==> config.mk <==
export PLATFORM = sky130hd
export DESIGN_NAME = mem_bus_arbiter
export DESIGN_NICKNAME = d
export VERILOG_FILES = /design/src/rtl/mem_bus_arbiter_pkg.sv /design/src/rtl/mem_bus_arbiter.sv
export SDC_FILE = /design/constraint.sdc
export NUM_CORES = 1
export LEC_CHECK = 0
export ABC_AREA = 1
export ABC_CLOCK_PERIOD_IN_PS = 4019
export CAP_MARGIN = 30
export CORE_UTILIZATION = 50
export CTS_CLUSTER_DIAMETER = 100
export DETAILED_ROUTE_END_ITERATION = 16
export GPL_TIMING_DRIVEN = 0
export MAX_ROUTING_LAYER = met4
export PLACE_DENSITY = 0.85
export SETUP_SLACK_MARGIN = 0.02
export SLEW_MARGIN = 20
export SYNTH_ARGS = -nofsm -noshare
export SYNTH_HDL_FRONTEND = slang
export SYNTH_SLANG_ARGS = --single-unit
==> constraint.sdc <==
create_clock -name clk -period 4.02 [get_ports clk]
set_input_delay 0.804 -clock clk [delete_from_list [all_inputs] [get_ports clk]]
set_output_delay 0.804 -clock clk [all_outputs]
set_load 0.03 [all_outputs]
==> src/rtl/mem_bus_arbiter_pkg.sv <==
// Shared types and the round-robin pick for the fetch/data memory arbiter.
package mem_bus_arbiter_pkg;

    typedef enum logic [1:0] {
        IDLE = 2'd0,
        BUSY = 2'd1,
        RESP = 2'd2
    } state_e;

    localparam logic PORT_FETCH = 1'b0;
    localparam logic PORT_DATA  = 1'b1;

    localparam logic [7:0] ERR_DATA_DEFAULT = 8'hFF;

    // On a tie the port that did not win last time gets the bus.
    function automatic logic pick_port(input logic f_req, input logic d_req,
                                       input logic last_grant);
        if (f_req && d_req) begin
            return ~last_grant;
        end else if (d_req) begin
            return PORT_DATA;
        end else begin
            return PORT_FETCH;
        end
    endfunction

endpackage

==> src/rtl/mem_bus_arbiter.sv <==
// Round-robin arbiter sharing one single-port memory between fetch and data ports.
// Handshake: requesters hold their request level until a one-cycle ack; memory strobe holds until mem_ready_i.
module mem_bus_arbiter
    import mem_bus_arbiter_pkg::*;
#(
    parameter int             AW       = 8,
    parameter int             DW       = 8,
    parameter int             TIMEOUT  = 15,
    parameter logic [DW-1:0]  ERR_DATA = DW'(ERR_DATA_DEFAULT)
) (
    input  logic          clk,
    input  logic          rstn,
    input  logic          f_req_i,
    input  logic [AW-1:0] f_addr_i,
    output logic          f_ack_o,
    output logic [DW-1:0] f_rdata_o,
    input  logic          d_rd_i,
    input  logic          d_wr_i,
    input  logic [AW-1:0] d_addr_i,
    input  logic [DW-1:0] d_wdata_i,
    output logic          d_ack_o,
    output logic [DW-1:0] d_rdata_o,
    output logic          mem_rd_o,
    output logic          mem_wr_o,
    output logic [AW-1:0] mem_addr_o,
    output logic [DW-1:0] mem_wdata_o,
    input  logic [DW-1:0] mem_rdata_i,
    input  logic          mem_ready_i,
    output logic          err_o,
    output state_e        state_o
);

    state_e        state_q, state_d;
    logic          last_grant_q, last_grant_d;
    logic          owner_q, owner_d;
    logic          wr_q, wr_d;
    logic [AW-1:0] addr_q, addr_d;
    logic [DW-1:0] wdata_q, wdata_d;
    logic [DW-1:0] rdata_q, rdata_d;
    logic [15:0]   cnt_q, cnt_d;
    logic          err_q, err_d;

    logic d_req;
    logic winner;
    logic timeout_hit;

    assign d_req       = d_rd_i | d_wr_i;
    assign timeout_hit = (TIMEOUT != 0) && ((int'(cnt_q) + 1) == TIMEOUT);

    always_ff @(posedge clk or negedge rstn) begin
        if (!rstn) begin
            state_q      <= IDLE;
            last_grant_q <= PORT_FETCH;
            owner_q      <= PORT_FETCH;
            wr_q         <= 1'b0;
            addr_q       <= '0;
            wdata_q      <= '0;
            rdata_q      <= '0;
            cnt_q        <= '0;
            err_q        <= 1'b0;
        end else begin
            state_q      <= state_d;
            last_grant_q <= last_grant_d;
            owner_q      <= owner_d;
            wr_q         <= wr_d;
            addr_q       <= addr_d;
            wdata_q      <= wdata_d;
            rdata_q      <= rdata_d;
            cnt_q        <= cnt_d;
            err_q        <= err_d;
        end
    end

    always_comb begin
        state_d      = state_q;
        last_grant_d = last_grant_q;
        owner_d      = owner_q;
        wr_d         = wr_q;
        addr_d       = addr_q;
        wdata_d      = wdata_q;
        rdata_d      = rdata_q;
        cnt_d        = cnt_q;
        err_d        = 1'b0;
        winner       = PORT_FETCH;

        case (state_q)
            IDLE: begin
                if (f_req_i || d_req) begin
                    winner       = pick_port(f_req_i, d_req, last_grant_q);
                    owner_d      = winner;
                    last_grant_d = winner;
                    cnt_d        = '0;
                    state_d      = BUSY;
                    if (winner == PORT_DATA) begin
                        // Read+write together resolves to a write and is flagged.
                        addr_d  = d_addr_i;
                        wr_d    = d_wr_i;
                        wdata_d = d_wr_i ? d_wdata_i : '0;
                        err_d   = d_rd_i & d_wr_i;
                    end else begin
                        addr_d  = f_addr_i;
                        wr_d    = 1'b0;
                        wdata_d = '0;
                    end
                end
            end
            BUSY: begin
                cnt_d = cnt_q + 16'd1;
                if (mem_ready_i) begin
                    rdata_d = wr_q ? '0 : mem_rdata_i;
                    state_d = RESP;
                end else if (timeout_hit) begin
                    rdata_d = ERR_DATA;
                    err_d   = 1'b1;
                    state_d = RESP;
                end
            end
            RESP: begin
                state_d = IDLE;
            end
            default: begin
                state_d = IDLE;
            end
        endcase
    end

    assign mem_rd_o    = (state_q == BUSY) && !wr_q;
    assign mem_wr_o    = (state_q == BUSY) && wr_q;
    assign mem_addr_o  = addr_q;
    assign mem_wdata_o = wdata_q;
    assign f_ack_o     = (state_q == RESP) && (owner_q == PORT_FETCH);
    assign d_ack_o     = (state_q == RESP) && (owner_q == PORT_DATA);
    assign f_rdata_o   = rdata_q;
    assign d_rdata_o   = rdata_q;
    assign err_o       = err_q;
    assign state_o     = state_q;

endmodule

==> impl_results.html, run 1 <==
<table>
<tr><th>Metric</th><th>Value</th></tr>
<tr><th colspan="2">Power and ir drop</th></tr>
<tr><td>Leakage power</td><td>1.560 nW</td></tr>
<tr><td>Maximum vdd drop</td><td>0.6298 mV</td></tr>
<tr><td>Power per standard cell area</td><td>694.6 mW/mm²</td></tr>
<tr><th colspan="2">Global routing</th></tr>
<tr><td>Grt met2 use</td><td>0.4371</td></tr>
<tr><td>Met3 Usage GRT</td><td>0.04641</td></tr>
<tr><td>Peak-usage layer in the global routing report</td><td>met2</td></tr>
<tr><td>Congestion Overflow GR</td><td>0</td></tr>
<tr><td>Number of antenna violations at the first check in global routing</td><td>0</td></tr>
<tr><td>Global-route wire length before repair</td><td>10.14 mm</td></tr>
<tr><td>Pin count of the biggest net entering global routing</td><td>33</td></tr>
<tr><td>Via count of the first global-routing pass</td><td>2308</td></tr>
<tr><td>Met1 Use GR</td><td>0.3159</td></tr>
<tr><td>Total Routing Usage GR</td><td>0.2599</td></tr>
<tr><th colspan="2">STA</th></tr>
<tr><td>Max Slew Vio Count</td><td>0</td></tr>
<tr><td>Total negative slack</td><td>0 ns</td></tr>
<tr><td>Number of failing setup endpoints in the final timing report</td><td>0</td></tr>
<tr><td>Worst slew pin tran</td><td>0.6684 ns</td></tr>
<tr><td>Largest clock skew in the final design</td><td>0.01152 ns</td></tr>
<tr><td>Final hold vios</td><td>0</td></tr>
<tr><td>Share of the cycle needed by the critical path after routing</td><td>0.7281</td></tr>
<tr><td>Remaining max-slew budget at the tightest pin</td><td>0.5527</td></tr>
<tr><td>RSZ-0062 raised after global routing</td><td>false</td></tr>
<tr><td>Maximum clock frequency</td><td>0.3417 GHz</td></tr>
<tr><td>Post-layout minimum cycle time</td><td>2.927 ns</td></tr>
<tr><th colspan="2">Setup path</th></tr>
<tr><td>CP Depth</td><td>5</td></tr>
<tr><td>Terminus of the critical flop-to-flop path</td><td>d_rdata_o[1]$_DFFE_PN0P_</td></tr>
<tr><td>Nature of the critical path endpoint</td><td>output pin</td></tr>
<tr><td>Max stage delay cell, worst path</td><td>clkdlybuf4s50_1</td></tr>
<tr><td>Capture point of the worst path</td><td>mem_rd_o</td></tr>
<tr><td>Arrival @ worst endpoint</td><td>2.12 ns</td></tr>
<tr><td>CP startpoint kind</td><td>flop</td></tr>
<tr><td>Cell depth of the worst flop-to-flop path</td><td>12</td></tr>
<tr><td>Startpoint of the worst register-to-register path</td><td>cnt_q[1]$_DFFE_PN0P_</td></tr>
<tr><td>Critical Setup Path Class</td><td>flop to output pin</td></tr>
<tr><td>Cells traversed along the worst timing path</td><td>inv_1 -&gt; nand2_2 -&gt; buf_1 -&gt; nor2_1 -&gt; clkdlybuf4s50_1</td></tr>
<tr><td>Reg-to-reg slack, setup</td><td>1.92 ns</td></tr>
<tr><td>Crit-path max cell delay</td><td>0.70 ns</td></tr>
<tr><td>Worst-path fanout max</td><td>10</td></tr>
<tr><td>Required time of the critical path</td><td>3.22 ns</td></tr>
<tr><td>Top cell family by delay on the critical path</td><td>buffers and inverters</td></tr>
<tr><td>Buffer and inverter count on the worst path</td><td>3</td></tr>
<tr><td>Crit. Startpoint</td><td>state_o[1]$_DFFE_PN0P_</td></tr>
<tr><th colspan="2">Routing</th></tr>
<tr><td>Initial DRT Pass Iterations</td><td>4</td></tr>
<tr><td>Post-route DRC violation count</td><td>0</td></tr>
<tr><td>1st-iter DRT viols</td><td>206</td></tr>
<tr><td>Routed vias/inst</td><td>5.186</td></tr>
<tr><td>DRT antenna net count</td><td>0</td></tr>
<tr><td>Total wire length after detailed routing</td><td>6.198 mm</td></tr>
<tr><td>Average wire per standard cell</td><td>13.08 µm</td></tr>
<tr><td>Routed via count</td><td>2458</td></tr>
<tr><th colspan="2">Clocking</th></tr>
<tr><td>CTS tree</td><td>built</td></tr>
<tr><td>Post-CTS Setup Bufs</td><td>0</td></tr>
<tr><td>CTS sink count</td><td>45</td></tr>
<tr><td>TritonCTS Buffers</td><td>5</td></tr>
<tr><td>CTS clock-pin slew for the worst setup and hold paths</td><td>0.09 ns</td></tr>
<tr><td>Quantity of hold-fixing buffers added after cts</td><td>0</td></tr>
<tr><td>Buffers from clock root to sink, at most</td><td>2</td></tr>
<tr><td>Number of H-tree branching levels</td><td>2</td></tr>
<tr><td>Number of resized instances in the post-cts repair step</td><td>0</td></tr>
<tr><td>Root buffer cell</td><td>clkbuf_8</td></tr>
<tr><td>Skew-Pair Late Insertion Delay</td><td>0.30 ns</td></tr>
<tr><th colspan="2">Floorplanning</th></tr>
<tr><td>DIE HEIGHT</td><td>71.86 µm</td></tr>
<tr><td>Area of the core</td><td>0.004723 mm²</td></tr>
<tr><td>Initial Util</td><td>0.5166</td></tr>
<tr><td>Die area</td><td>0.005163 mm²</td></tr>
<tr><td>Top Ports</td><td>77</td></tr>
<tr><td>Core Rows</td><td>25</td></tr>
<tr><td>Die X-Extent</td><td>71.86 µm</td></tr>
<tr><th colspan="2">Placement</th></tr>
<tr><td>Routability Congestion</td><td>0.8963</td></tr>
<tr><td>Final HPWL from detailed placement</td><td>4.697 mm</td></tr>
<tr><td>IO buf count</td><td>75</td></tr>
<tr><th colspan="2">Yosys</th></tr>
<tr><td>Net count after synthesis</td><td>364</td></tr>
<tr><td>Area share of the largest cell type after synthesis</td><td>0.4615</td></tr>
<tr><td>Library cell occupying the most area in the post-synthesis netlist</td><td>dfrtp_1</td></tr>
<tr><td>Number of flip-flops and latches in the synthesized netlist</td><td>45</td></tr>
<tr><td>Largest cells by area after synthesis</td><td>dfrtp_1 (46%), nand2_1 (17%), nand3_1 (6.8%)</td></tr>
<tr><td>Unique masters post-synth</td><td>24</td></tr>
<tr><td>Yosys warnings</td><td>0</td></tr>
<tr><td>Post-synthesis sequential area ratio</td><td>0.4615</td></tr>
<tr><td>Synthesized area divided by synthesized cell count</td><td>7.530 µm²</td></tr>
<tr><td>Post-Synthesis Cells</td><td>324</td></tr>
<tr><td>Post-Syn Area</td><td>0.002440 mm²</td></tr>
<tr><th colspan="2">Worst hold path</th></tr>
<tr><td>Worst min-delay path class</td><td>primary input to async pin</td></tr>
<tr><th colspan="2">Cells and area</th></tr>
<tr><td>Core utilization of the finished layout</td><td>0.7155</td></tr>
<tr><td>Number of filler instances in the final layout</td><td>382</td></tr>
<tr><td>Final layout net count</td><td>447</td></tr>
<tr><td>Most common cell after layout, fill and taps aside</td><td>nand2_1</td></tr>
<tr><td>Signed area change from the synthesized netlist to the final layout</td><td>38.51%</td></tr>
<tr><td>Most frequent cells in the layout</td><td>nand2_1 (110), clkdlybuf4s50_1 (74), dfrtp_1 (45)</td></tr>
<tr><td>Antenna diode count</td><td>0</td></tr>
<tr><td>Share of layout cells above drive strength 1</td><td>0.08845</td></tr>
<tr><th colspan="2">Run status</th></tr>
<tr><td>Status</td><td>completed</td></tr>
<tr><th colspan="2">Flow run</th></tr>
<tr><td>Number of maximum-capacitance violations</td><td>0</td></tr>
</table>
==> cell families after synthesis <==
logic type               Yosys count  synth area share
adder cells (fa/ha/maj)            2           0.01025
AND/OR/NAND/NOR                  192            0.3538
flip-flops                        45            0.4615
buffers and inverters             46           0.08923
AO/OA/AOI/OAI                     39           0.08513
==> layout make-up <==
class	count	area (µm²)	area share
Multi-Input combinational cell	233	1096	0.3243
Tap cell	67	83.83	0.02481
Clock buffer	6	82.58	0.02444
Sequential cell	45	1126	0.3332
Timing Repair Buffer	76	765.7	0.2266
Inverter	30	112.6	0.03332
Buffer	16	105.1	0.03110
Clock inverter	1	7.507	0.002221
==> registers in the layout, summed over array words and instances, names as in the netlist <==
signal       cells
cnt_q           16
d_rdata_o        8
mem_addr_o       8
mem_wdata_o      8
state_o          2
err_o            1
owner_q          1
wr_q             1
==> how the worst min path moves through the flow <==
stage                                    start                         end  slack (ns)
floorplan                  owner_q$_DFFE_PN0P_         owner_q$_DFFE_PN0P_        0.49
global placement    mem_wdata_o[3]$_DFFE_PN0P_  mem_wdata_o[3]$_DFFE_PN0P_        0.46
detailed placement  mem_wdata_o[4]$_DFFE_PN0P_  mem_wdata_o[4]$_DFFE_PN0P_        0.47
CTS                                       rstn   mem_addr_o[6]$_DFFE_PN0P_        0.39
global route                              rstn   mem_addr_o[6]$_DFFE_PN0P_        0.41
finish                                    rstn   mem_addr_o[6]$_DFFE_PN0P_        0.40
==> metrics by stage <==
step | power, W | instances | area [µm²] | hold slack [ns] | worst slack [ns]
after floorplan | 0.001518 | 324 | 2440 | 0.4893 | 1.833
after global placement | 0.002024 | 466 | 3274 | 0.4626 | 0.9305
after detailed placement | 0.002062 | 467 | 3289 | 0.4687 | 1.421
after CTS | 0.002362 | 474 | 3379 | 0.3945 | 1.087
after global routing | 0.002485 | 474 | 3379 | 0.4082 | 0.9977
final | 0.002347 | 474 | 3379 | 0.3957 | 1.093
==> power breakdown <==
| group | total (W) | leakage, nW | internal [W] | switching, W |
|---|---|---|---|---|
| sequential | 0.000718 | 0.577 | 0.000604 | 0.000114 |
| combinational | 0.00134 | 0.940 | 0.000524 | 0.000813 |
| clock | 0.000293 | 0.0433 | 0.000136 | 0.000157 |
| total | 0.00235 | 1.56 | 0.00126 | 0.00108 |
==> Yosys cell counts, drive strengths merged <==
library cell	n
o22ai	10
clkbuf	5
ha	2
buf	11
nand2	118
nor2	30
nand3	34
nor3b	1
dfrtp	45
nand4	6
a21oi	16
o21ai	13
nor3	3
clkinv	2
inv	28
==> routing by layer <==
metal / part of all wire / vias up
met3: 0.046 / 7
met4: 0.010 / 0
li1: - / 1207
met2: 0.53 / 70
met5: 0 / -
met1: 0.41 / 1174
(Power assumes the default switching activity.)
==> inputs of run 2 (changes only) <==
- ABC_CLOCK_PERIOD_IN_PS: 4019 -> 2850
- CORE_UTILIZATION: 50 -> 47
- PLACE_DENSITY: 0.85 -> 0.81
- clock period: 4.02 -> 2.85 ns (I/O delays scaled with it)
==> impl_results.html, run 2 (synthesis gave the netlist of run 1 again) <==
<table>
<tr><th>Metric</th><th>Value</th></tr>
<tr><th colspan="2">Setup path</th></tr>
<tr><td>Max stage delay cell, worst path</td><td>clkdlybuf4s50_1 (unchanged)</td></tr>
<tr><td>Reg-to-reg slack, setup</td><td>0.76 ns (was 1.92 ns)</td></tr>
<tr><td>Nature of the critical path endpoint</td><td>output pin (unchanged)</td></tr>
<tr><td>Required time of the critical path</td><td>2.28 ns (was 3.22 ns)</td></tr>
<tr><td>Buffer and inverter count on the worst path</td><td>3 (unchanged)</td></tr>
<tr><td>Arrival @ worst endpoint</td><td>2.12 ns (about the same)</td></tr>
<tr><td>Worst-path fanout max</td><td>10 (unchanged)</td></tr>
<tr><td>Critical Setup Path Class</td><td>flop to output pin (unchanged)</td></tr>
<tr><td>CP startpoint kind</td><td>flop (unchanged)</td></tr>
<tr><td>Top cell family by delay on the critical path</td><td>buffers and inverters (unchanged)</td></tr>
<tr><td>Crit-path max cell delay</td><td>0.69 ns (was 0.70 ns)</td></tr>
<tr><td>Cells traversed along the worst timing path</td><td>inv_1 -&gt; nand2_2 -&gt; buf_1 -&gt; nor2_1 -&gt; clkdlybuf4s50_1 (unchanged)</td></tr>
<tr><th colspan="2">Placement</th></tr>
<tr><td>Final HPWL from detailed placement</td><td>4.531 mm (was 4.697 mm)</td></tr>
<tr><td>Cell Area, Placed</td><td>0.003289 mm² (unchanged)</td></tr>
<tr><td>IO buf count</td><td>75 (unchanged)</td></tr>
<tr><td>Routability Congestion</td><td>0.8598 (was 0.8963)</td></tr>
<tr><td>Setup slack at placement</td><td>0.5258 ns (was 1.421 ns)</td></tr>
<tr><th colspan="2">Cells and area</th></tr>
<tr><td>Sequential cell area</td><td>0.001126 mm² (unchanged)</td></tr>
<tr><td>Largest reg by FF count</td><td>cnt_q (unchanged)</td></tr>
<tr><td>Most common cell after layout, fill and taps aside</td><td>nand2_1 (unchanged)</td></tr>
<tr><td>Core utilization of the finished layout</td><td>0.6965 (was 0.7155)</td></tr>
<tr><td>Antenna diode count</td><td>0 (unchanged)</td></tr>
<tr><td>Share of layout cells above drive strength 1</td><td>0.08824 (was 0.08845)</td></tr>
<tr><td>Number of filler instances in the final layout</td><td>397 (was 382)</td></tr>
<tr><td>Multi-input combinational cell area</td><td>0.001096 mm² (unchanged)</td></tr>
<tr><td>Final layout net count</td><td>447 (unchanged)</td></tr>
<tr><td>Max reg flops</td><td>16 (unchanged)</td></tr>
<tr><td>Post-Layout Inst Area</td><td>0.003377 mm² (was 0.003379 mm²)</td></tr>
<tr><td>Most frequent cells in the layout</td><td>nand2_1 (110), clkdlybuf4s50_1 (74), dfrtp_1 (45) (unchanged)</td></tr>
<tr><td>Signed area change from the synthesized netlist to the final layout</td><td>38.41% (was 38.51%)</td></tr>
<tr><th colspan="2">Global routing</th></tr>
<tr><td>Number of antenna violations at the first check in global routing</td><td>0 (unchanged)</td></tr>
<tr><td>Pin count of the biggest net entering global routing</td><td>32 (was 33)</td></tr>
<tr><td>Via count of the first global-routing pass</td><td>2173 (was 2308)</td></tr>
<tr><td>Total Routing Usage GR</td><td>0.2450 (was 0.2599)</td></tr>
<tr><td>Congestion Overflow GR</td><td>0 (unchanged)</td></tr>
<tr><td>Global-route wire length before repair</td><td>9.804 mm (was 10.14 mm)</td></tr>
<tr><th colspan="2">Floorplanning</th></tr>
<tr><td>Initial Util</td><td>0.5032 (was 0.5166)</td></tr>
<tr><td>Die area</td><td>0.005483 mm² (was 0.005163 mm²)</td></tr>
<tr><td>Top Ports</td><td>77 (unchanged)</td></tr>
<tr><td>Die X-Extent</td><td>74.05 µm (was 71.86 µm)</td></tr>
<tr><td>Core Rows</td><td>25 (unchanged)</td></tr>
<tr><td>Area of the core</td><td>0.004848 mm² (was 0.004723 mm²)</td></tr>
<tr><td>DIE HEIGHT</td><td>74.05 µm (was 71.86 µm)</td></tr>
<tr><th colspan="2">Run status</th></tr>
<tr><td>Status</td><td>completed (unchanged)</td></tr>
<tr><th colspan="2">STA</th></tr>
<tr><td>Final hold vios</td><td>0 (unchanged)</td></tr>
<tr><td>Largest clock skew in the final design</td><td>0.006926 ns (was 0.01152 ns)</td></tr>
<tr><td>Post-layout minimum cycle time</td><td>2.692 ns</td></tr>
<tr><td>Max Slew Vio Count</td><td>0 (unchanged)</td></tr>
<tr><td>RSZ-0062 raised after global routing</td><td>false (unchanged)</td></tr>
<tr><td>Share of the cycle needed by the critical path after routing</td><td>0.9444</td></tr>
<tr><td>Remaining max-slew budget at the tightest pin</td><td>0.5577 (was 0.5527)</td></tr>
<tr><td>Worst slew pin tran</td><td>0.6610 ns (was 0.6684 ns)</td></tr>
<tr><td>Number of failing setup endpoints in the final timing report</td><td>0 (unchanged)</td></tr>
<tr><td>Maximum clock frequency</td><td>0.3715 GHz</td></tr>
<tr><td>Final setup slack of the worst path</td><td>0.1585 ns (was 1.093 ns)</td></tr>
<tr><th colspan="2">Clocking</th></tr>
<tr><td>Root buffer cell</td><td>clkbuf_8 (unchanged)</td></tr>
<tr><td>Number of H-tree branching levels</td><td>2 (unchanged)</td></tr>
<tr><td>Number of resized instances in the post-cts repair step</td><td>0 (unchanged)</td></tr>
<tr><td>CTS clock-pin slew for the worst setup and hold paths</td><td>0.09 ns (about the same)</td></tr>
<tr><td>Buffers from clock root to sink, at most</td><td>2 (unchanged)</td></tr>
<tr><td>Skew-Pair Late Insertion Delay</td><td>0.30 ns (about the same)</td></tr>
<tr><td>TritonCTS Buffers</td><td>5 (unchanged)</td></tr>
<tr><td>Quantity of hold-fixing buffers added after cts</td><td>0 (unchanged)</td></tr>
<tr><td>CTS sink count</td><td>45 (unchanged)</td></tr>
<tr><td>CTS tree</td><td>built (unchanged)</td></tr>
<tr><td>Post-CTS Setup Bufs</td><td>0 (unchanged)</td></tr>
<tr><th colspan="2">Routing</th></tr>
<tr><td>Post-route DRC violation count</td><td>0 (unchanged)</td></tr>
<tr><td>Initial DRT Pass Iterations</td><td>4 (unchanged)</td></tr>
<tr><td>DRT antenna net count</td><td>0 (unchanged)</td></tr>
<tr><td>Routed via count</td><td>2375 (was 2458)</td></tr>
<tr><td>Average wire per standard cell</td><td>12.83 µm (was 13.08 µm)</td></tr>
<tr><td>1st-iter DRT viols</td><td>214 (was 206)</td></tr>
<tr><td>Total wire length after detailed routing</td><td>6.096 mm (was 6.198 mm)</td></tr>
<tr><td>Routed vias/inst</td><td>5.000 (was 5.186)</td></tr>
<tr><th colspan="2">Power and ir drop</th></tr>
<tr><td>Clock share of power</td><td>0.121 (was 0.125)</td></tr>
<tr><td>Leakage power</td><td>1.554 nW (was 1.560 nW)</td></tr>
<tr><td>Combinational power share</td><td>0.570 (was 0.569)</td></tr>
<tr><td>Maximum vdd drop</td><td>0.8160 mV (was 0.6298 mV)</td></tr>
<tr><td>Switching power total</td><td>0.001515 W (was 0.001084 W)</td></tr>
<tr><td>Part of the power in registers</td><td>0.309 (was 0.306)</td></tr>
<tr><td>Internal power</td><td>0.001763 W (was 0.001263 W)</td></tr>
<tr><td>Proportion of total power due to net switching</td><td>0.4622 (was 0.4618)</td></tr>
<tr><td>Power per standard cell area</td><td>970.5 mW/mm² (was 694.6 mW/mm²)</td></tr>
<tr><th colspan="2">Flow run</th></tr>
<tr><td>Number of maximum-capacitance violations</td><td>0 (unchanged)</td></tr>
<tr><th colspan="2">Worst hold path</th></tr>
<tr><td>Worst min-delay path class</td><td>primary input to async pin (unchanged)</td></tr>
</table>
[run 2: cell types whose count changed in the layout (fill, tap and decap cells not counted), sizes merged]
cell / change
clkinvlp: +1
[run 2: path summary, 6_finish.rpt]
path                                       startpoint                         end  cells past startpoint
min in group clk           mem_wdata_o[1]$_DFFE_PN0P_  mem_wdata_o[1]$_DFFE_PN0P_                      2
setup / recovery               state_o[1]$_DFFE_PN0P_                    mem_rd_o                      5
hold reg to reg            mem_wdata_o[1]$_DFFE_PN0P_  mem_wdata_o[1]$_DFFE_PN0P_                      2
max in group asynchronous                        rstn   mem_addr_o[1]$_DFFE_PN0P_                      2
hold / removal                                   rstn    d_rdata_o[0]$_DFFE_PN0P_                      1
setup reg to reg                 cnt_q[1]$_DFFE_PN0P_    d_rdata_o[2]$_DFFE_PN0P_                     12
[run 2: worst reg2reg max path: cells and delay by family, from the launching register on]
| family | cells | cell delay (ns) |
|---|---|---|
| AND/OR/NAND/NOR | 11 | 1.28 |
| flip-flops | 1 | 0.46 |
| adder cells (fa/ha/maj) | 1 | 0.24 |
[run 2: through the flow]
stage               total power, W  setup TNS [ns]  instances  hold WS [ns]
floorplan                 0.002142               0        324        0.2744
global placement          0.002867          -1.819        466        0.4622
detailed placement        0.002891               0        467        0.4650
CTS                       0.003299               0        475        0.1795
global route              0.003490               0        475        0.1797
finish                    0.003277               0        475        0.1753
[run 2: final cells by class]
type	count	area share
tap	67	0.02482
multi-input combinational	233	0.3246
inverter	30	0.03335
timing repair buffer	76	0.2268
clock inverter	2	0.004446
clock buffer	6	0.02149
buffer	16	0.03112
sequential	45	0.3335
[run 2: power groups by stage]
stage / clock [W] / combinational, W / sequential [W]
finish: 0.000395 / 0.00187 / 0.00101
global route: 0.000428 / 0.00201 / 0.00105
CTS: 0.000404 / 0.00188 / 0.00102
detailed placement: 0 / 0.00187 / 0.00102
global placement: 0 / 0.00185 / 0.00101
floorplan: 0 / 0.000791 / 0.00135
[run 2: metal layers]
layer | track usage | share of wire
met3 | 0.04336 | 0.050
met2 | 0.3616 | 0.46
met1 | 0.3357 | 0.46
met5 | - | 0
met4 | 0.09402 | 0.029
==> inputs of run 3 (changes only) <==
- CELL_PAD_IN_SITES_DETAIL_PLACEMENT: default -> 1
- CELL_PAD_IN_SITES_GLOBAL_PLACEMENT: default -> 1
- CORE_UTILIZATION: 47 -> 33
- GPL_TIMING_DRIVEN: 0 -> default
- PLACE_DENSITY: 0.81 -> 0.8
==> impl_results.html, run 3 (synthesis gave the netlist of run 1 again) <==
<table>
<tr><th>Metric</th><th>Value</th></tr>
<tr><th colspan="2">Cells and area</th></tr>
<tr><td>Signed area change from the synthesized netlist to the final layout</td><td>36.56% (was 38.41%)</td></tr>
<tr><td>Multi-input combinational cell area</td><td>0.001096 mm² (unchanged)</td></tr>
<tr><td>Post-Layout Inst Area</td><td>0.003332 mm² (was 0.003377 mm²)</td></tr>
<tr><td>Number of filler instances in the final layout</td><td>901 (was 397)</td></tr>
<tr><td>Share of layout cells above drive strength 1</td><td>0.07305 (was 0.08824)</td></tr>
<tr><td>Most frequent cells in the layout</td><td>nand2_1 (110), clkdlybuf4s50_1 (75), dfrtp_1 (45) (was nand2_1 (110), clkdlybuf4s50_1 (74), dfrtp_1 (45))</td></tr>
<tr><td>Most common cell after layout, fill and taps aside</td><td>nand2_1 (unchanged)</td></tr>
<tr><td>Antenna diode count</td><td>0 (unchanged)</td></tr>
<tr><td>Largest reg by FF count</td><td>cnt_q (unchanged)</td></tr>
<tr><td>Sequential cell area</td><td>0.001126 mm² (unchanged)</td></tr>
<tr><td>Final layout net count</td><td>436 (was 447)</td></tr>
<tr><td>Max reg flops</td><td>16 (unchanged)</td></tr>
<tr><th colspan="2">STA</th></tr>
<tr><td>RSZ-0062 raised after global routing</td><td>false (unchanged)</td></tr>
<tr><td>Max Slew Vio Count</td><td>0 (unchanged)</td></tr>
<tr><td>Worst slew pin tran</td><td>0.6836 ns (was 0.6610 ns)</td></tr>
<tr><td>Largest clock skew in the final design</td><td>0.008236 ns (was 0.006926 ns)</td></tr>
<tr><td>Maximum clock frequency</td><td>0.3897 GHz (was 0.3715 GHz)</td></tr>
<tr><td>Final hold vios</td><td>0 (unchanged)</td></tr>
<tr><td>Total negative slack</td><td>0 ns (unchanged)</td></tr>
<tr><td>Share of the cycle needed by the critical path after routing</td><td>0.9004 (was 0.9444)</td></tr>
<tr><td>Post-layout minimum cycle time</td><td>2.566 ns (was 2.692 ns)</td></tr>
<tr><td>Number of failing setup endpoints in the final timing report</td><td>0 (unchanged)</td></tr>
<tr><td>Remaining max-slew budget at the tightest pin</td><td>0.5442 (was 0.5577)</td></tr>
<tr><th colspan="2">Floorplanning</th></tr>
<tr><td>Core Rows</td><td>30 (was 25)</td></tr>
<tr><td>Die X-Extent</td><td>87.99 µm (was 74.05 µm)</td></tr>
<tr><td>Top Ports</td><td>77 (unchanged)</td></tr>
<tr><td>Die area</td><td>0.007741 mm² (was 0.005483 mm²)</td></tr>
<tr><td>DIE HEIGHT</td><td>87.99 µm (was 74.05 µm)</td></tr>
<tr><td>Initial Util</td><td>0.3495 (was 0.5032)</td></tr>
<tr><td>Area of the core</td><td>0.006982 mm² (was 0.004848 mm²)</td></tr>
<tr><th colspan="2">Routing</th></tr>
<tr><td>Met2 wire len</td><td>3.861 mm (was 2.820 mm)</td></tr>
<tr><td>1st-iter DRT viols</td><td>97 (was 214)</td></tr>
<tr><td>Top Metal Used</td><td>met4 (unchanged)</td></tr>
<tr><td>DRT antenna net count</td><td>0 (unchanged)</td></tr>
<tr><td>Routed via count</td><td>2396 (was 2375)</td></tr>
<tr><td>Total wire length after detailed routing</td><td>7.330 mm (was 6.096 mm)</td></tr>
<tr><td>Routed vias/inst</td><td>4.860 (was 5.000)</td></tr>
<tr><td>Average wire per standard cell</td><td>14.87 µm (was 12.83 µm)</td></tr>
<tr><td>Initial DRT Pass Iterations</td><td>4 (unchanged)</td></tr>
<tr><td>Post-route DRC violation count</td><td>0 (unchanged)</td></tr>
<tr><td>DR WL met3</td><td>181 µm (was 302 µm)</td></tr>
<tr><td>Met1 Routed Length</td><td>3.139 mm (was 2.798 mm)</td></tr>
<tr><th colspan="2">Clocking</th></tr>
<tr><td>Post-CTS Setup Bufs</td><td>0 (unchanged)</td></tr>
<tr><td>TritonCTS Buffers</td><td>5 (unchanged)</td></tr>
<tr><td>CTS sink count</td><td>45 (unchanged)</td></tr>
<tr><td>Root buffer cell</td><td>clkbuf_8 (unchanged)</td></tr>
<tr><td>Skew-Pair Late Insertion Delay</td><td>0.31 ns (was 0.30 ns)</td></tr>
<tr><td>CTS tree</td><td>built (unchanged)</td></tr>
<tr><td>Number of resized instances in the post-cts repair step</td><td>0 (unchanged)</td></tr>
<tr><td>CTS clock-pin slew for the worst setup and hold paths</td><td>0.09 ns (about the same)</td></tr>
<tr><td>Quantity of hold-fixing buffers added after cts</td><td>0 (unchanged)</td></tr>
<tr><td>Number of H-tree branching levels</td><td>2 (unchanged)</td></tr>
<tr><td>Buffers from clock root to sink, at most</td><td>2 (unchanged)</td></tr>
<tr><th colspan="2">Setup path</th></tr>
<tr><td>Required time of the critical path</td><td>2.28 ns (about the same)</td></tr>
<tr><td>Worst-path fanout max</td><td>17 (was 10)</td></tr>
<tr><td>Max stage delay cell, worst path</td><td>clkdlybuf4s50_1 (unchanged)</td></tr>
<tr><td>Buffer and inverter count on the worst path</td><td>2 (was 3)</td></tr>
<tr><td>Cell depth of the worst flop-to-flop path</td><td>12 (unchanged)</td></tr>
<tr><td>Cells traversed along the worst timing path</td><td>inv_1 -&gt; nand2_2 -&gt; nor2_1 -&gt; clkdlybuf4s50_1 (was inv_1 -&gt; nand2_2 -&gt; buf_1 -&gt; nor2_1 -&gt; clkdlybuf4s50_1)</td></tr>
<tr><td>Startpoint of the worst register-to-register path</td><td>cnt_q[1]$_DFFE_PN0P_ (unchanged)</td></tr>
<tr><td>CP startpoint kind</td><td>flop (unchanged)</td></tr>
<tr><td>Nature of the critical path endpoint</td><td>output pin (unchanged)</td></tr>
<tr><td>Reg-to-reg slack, setup</td><td>0.64 ns (was 0.76 ns)</td></tr>
<tr><td>Capture point of the worst path</td><td>mem_rd_o (unchanged)</td></tr>
<tr><td>CP Depth</td><td>4 (was 5)</td></tr>
<tr><td>Crit-path max cell delay</td><td>0.71 ns (was 0.69 ns)</td></tr>
<tr><td>Arrival @ worst endpoint</td><td>2.00 ns (was 2.12 ns)</td></tr>
<tr><td>Terminus of the critical flop-to-flop path</td><td>d_rdata_o[5]$_DFFE_PN0P_ (was d_rdata_o[2]$_DFFE_PN0P_)</td></tr>
<tr><td>Crit. Startpoint</td><td>state_o[1]$_DFFE_PN0P_ (unchanged)</td></tr>
<tr><td>Critical Setup Path Class</td><td>flop to output pin (unchanged)</td></tr>
<tr><td>Top cell family by delay on the critical path</td><td>buffers and inverters (unchanged)</td></tr>
<tr><th colspan="2">Run status</th></tr>
<tr><td>Status</td><td>completed (unchanged)</td></tr>
<tr><th colspan="2">Placement</th></tr>
<tr><td>Cell Area, Placed</td><td>0.003248 mm² (was 0.003289 mm²)</td></tr>
<tr><td>IO buf count</td><td>76 (was 75)</td></tr>
<tr><td>Final HPWL from detailed placement</td><td>5.640 mm (was 4.531 mm)</td></tr>
<tr><td>Routability Congestion</td><td>0.8190 (was 0.8598)</td></tr>
<tr><th colspan="2">Global routing</th></tr>
<tr><td>Global-route wire length before repair</td><td>11.85 mm (was 9.804 mm)</td></tr>
<tr><td>Congestion Overflow GR</td><td>0 (unchanged)</td></tr>
<tr><td>Total Routing Usage GR</td><td>0.2103 (was 0.2450)</td></tr>
<tr><td>Via count of the first global-routing pass</td><td>2484 (was 2173)</td></tr>
<tr><td>Pin count of the biggest net entering global routing</td><td>30 (was 32)</td></tr>
<tr><td>Number of antenna violations at the first check in global routing</td><td>0 (unchanged)</td></tr>
<tr><th colspan="2">Flow run</th></tr>
<tr><td>Number of maximum-capacitance violations</td><td>0 (unchanged)</td></tr>
<tr><th colspan="2">Power and ir drop</th></tr>
<tr><td>Leakage power</td><td>1.515 nW (was 1.554 nW)</td></tr>
<tr><td>Power per standard cell area</td><td>966.4 mW/mm² (was 970.5 mW/mm²)</td></tr>
<tr><td>Maximum vdd drop</td><td>0.4385 mV (was 0.8160 mV)</td></tr>
<tr><th colspan="2">Worst hold path</th></tr>
<tr><td>Worst min-delay path class</td><td>primary input to async pin (unchanged)</td></tr>
</table>
==> run 3: where the power goes <==
part	internal (W)	switching, W	leakage, nW
clock	0.000174	0.000234	0.0385
sequential	0.000851	0.000170	0.577
combinational	0.000653	0.00114	0.900
total	0.00168	0.00154	1.52
==> run 3: routing by layer <==
| layer | track usage | vias to the layer above |
|---|---|---|
| li1 | - | 1179 |
| met1 | 0.2438 | 1170 |
| met2 | 0.3608 | 38 |
| met3 | 0.04147 | 9 |
| met4 | 0.07452 | 0 |
| met5 | - | - |
==> run 3: how the worst min path moves through the flow <==
| stage | cells past startpoint | endpoint | slack (ns) | startpoint |
|---|---|---|---|---|
| finish | 1 | mem_addr_o[1]$_DFFE_PN0P_ | 0.30 | rstn |
| floorplan | 0 | cnt_q[0]$_DFFE_PN0P_ | 0.27 | rstn |
| global route | 1 | mem_addr_o[1]$_DFFE_PN0P_ | 0.34 | rstn |
| CTS | 1 | d_rdata_o[1]$_DFFE_PN0P_ | 0.32 | rstn |
| global placement | 2 | mem_wdata_o[6]$_DFFE_PN0P_ | 0.46 | mem_wdata_o[6]$_DFFE_PN0P_ |
| detailed placement | 2 | mem_wdata_o[7]$_DFFE_PN0P_ | 0.48 | mem_wdata_o[7]$_DFFE_PN0P_ |
==> run 3: per-stage QoR <==
stage / hold slack (ns) / utilization / instances / setup WS [ns] / total power, W
final: 0.2988 / 0.4772 / 493 / 0.2838 / 0.003220
after global routing: 0.3404 / 0.4772 / 493 / 0.1707 / 0.003412
after CTS: 0.3188 / 0.4772 / 493 / 0.2549 / 0.003257
after detailed placement: 0.4755 / 0.4652 / 485 / 0.3837 / 0.002842
after global placement: 0.4622 / 0.4652 / 485 / 0.5016 / 0.002780
after floorplan: 0.2744 / - / 324 / 0.8974 / 0.002142
==> run 3: layout make-up <==
| cell class | instances | area share |
|---|---|---|
| Multi-Input combinational cell | 233 | 0.3290 |
| Tap cell | 96 | 0.03605 |
| Clock buffer | 7 | 0.02291 |
| Timing Repair Buffer | 81 | 0.2381 |
| Sequential cell | 45 | 0.3380 |
| Inverter | 30 | 0.03380 |
| Clock inverter | 1 | 0.002253 |
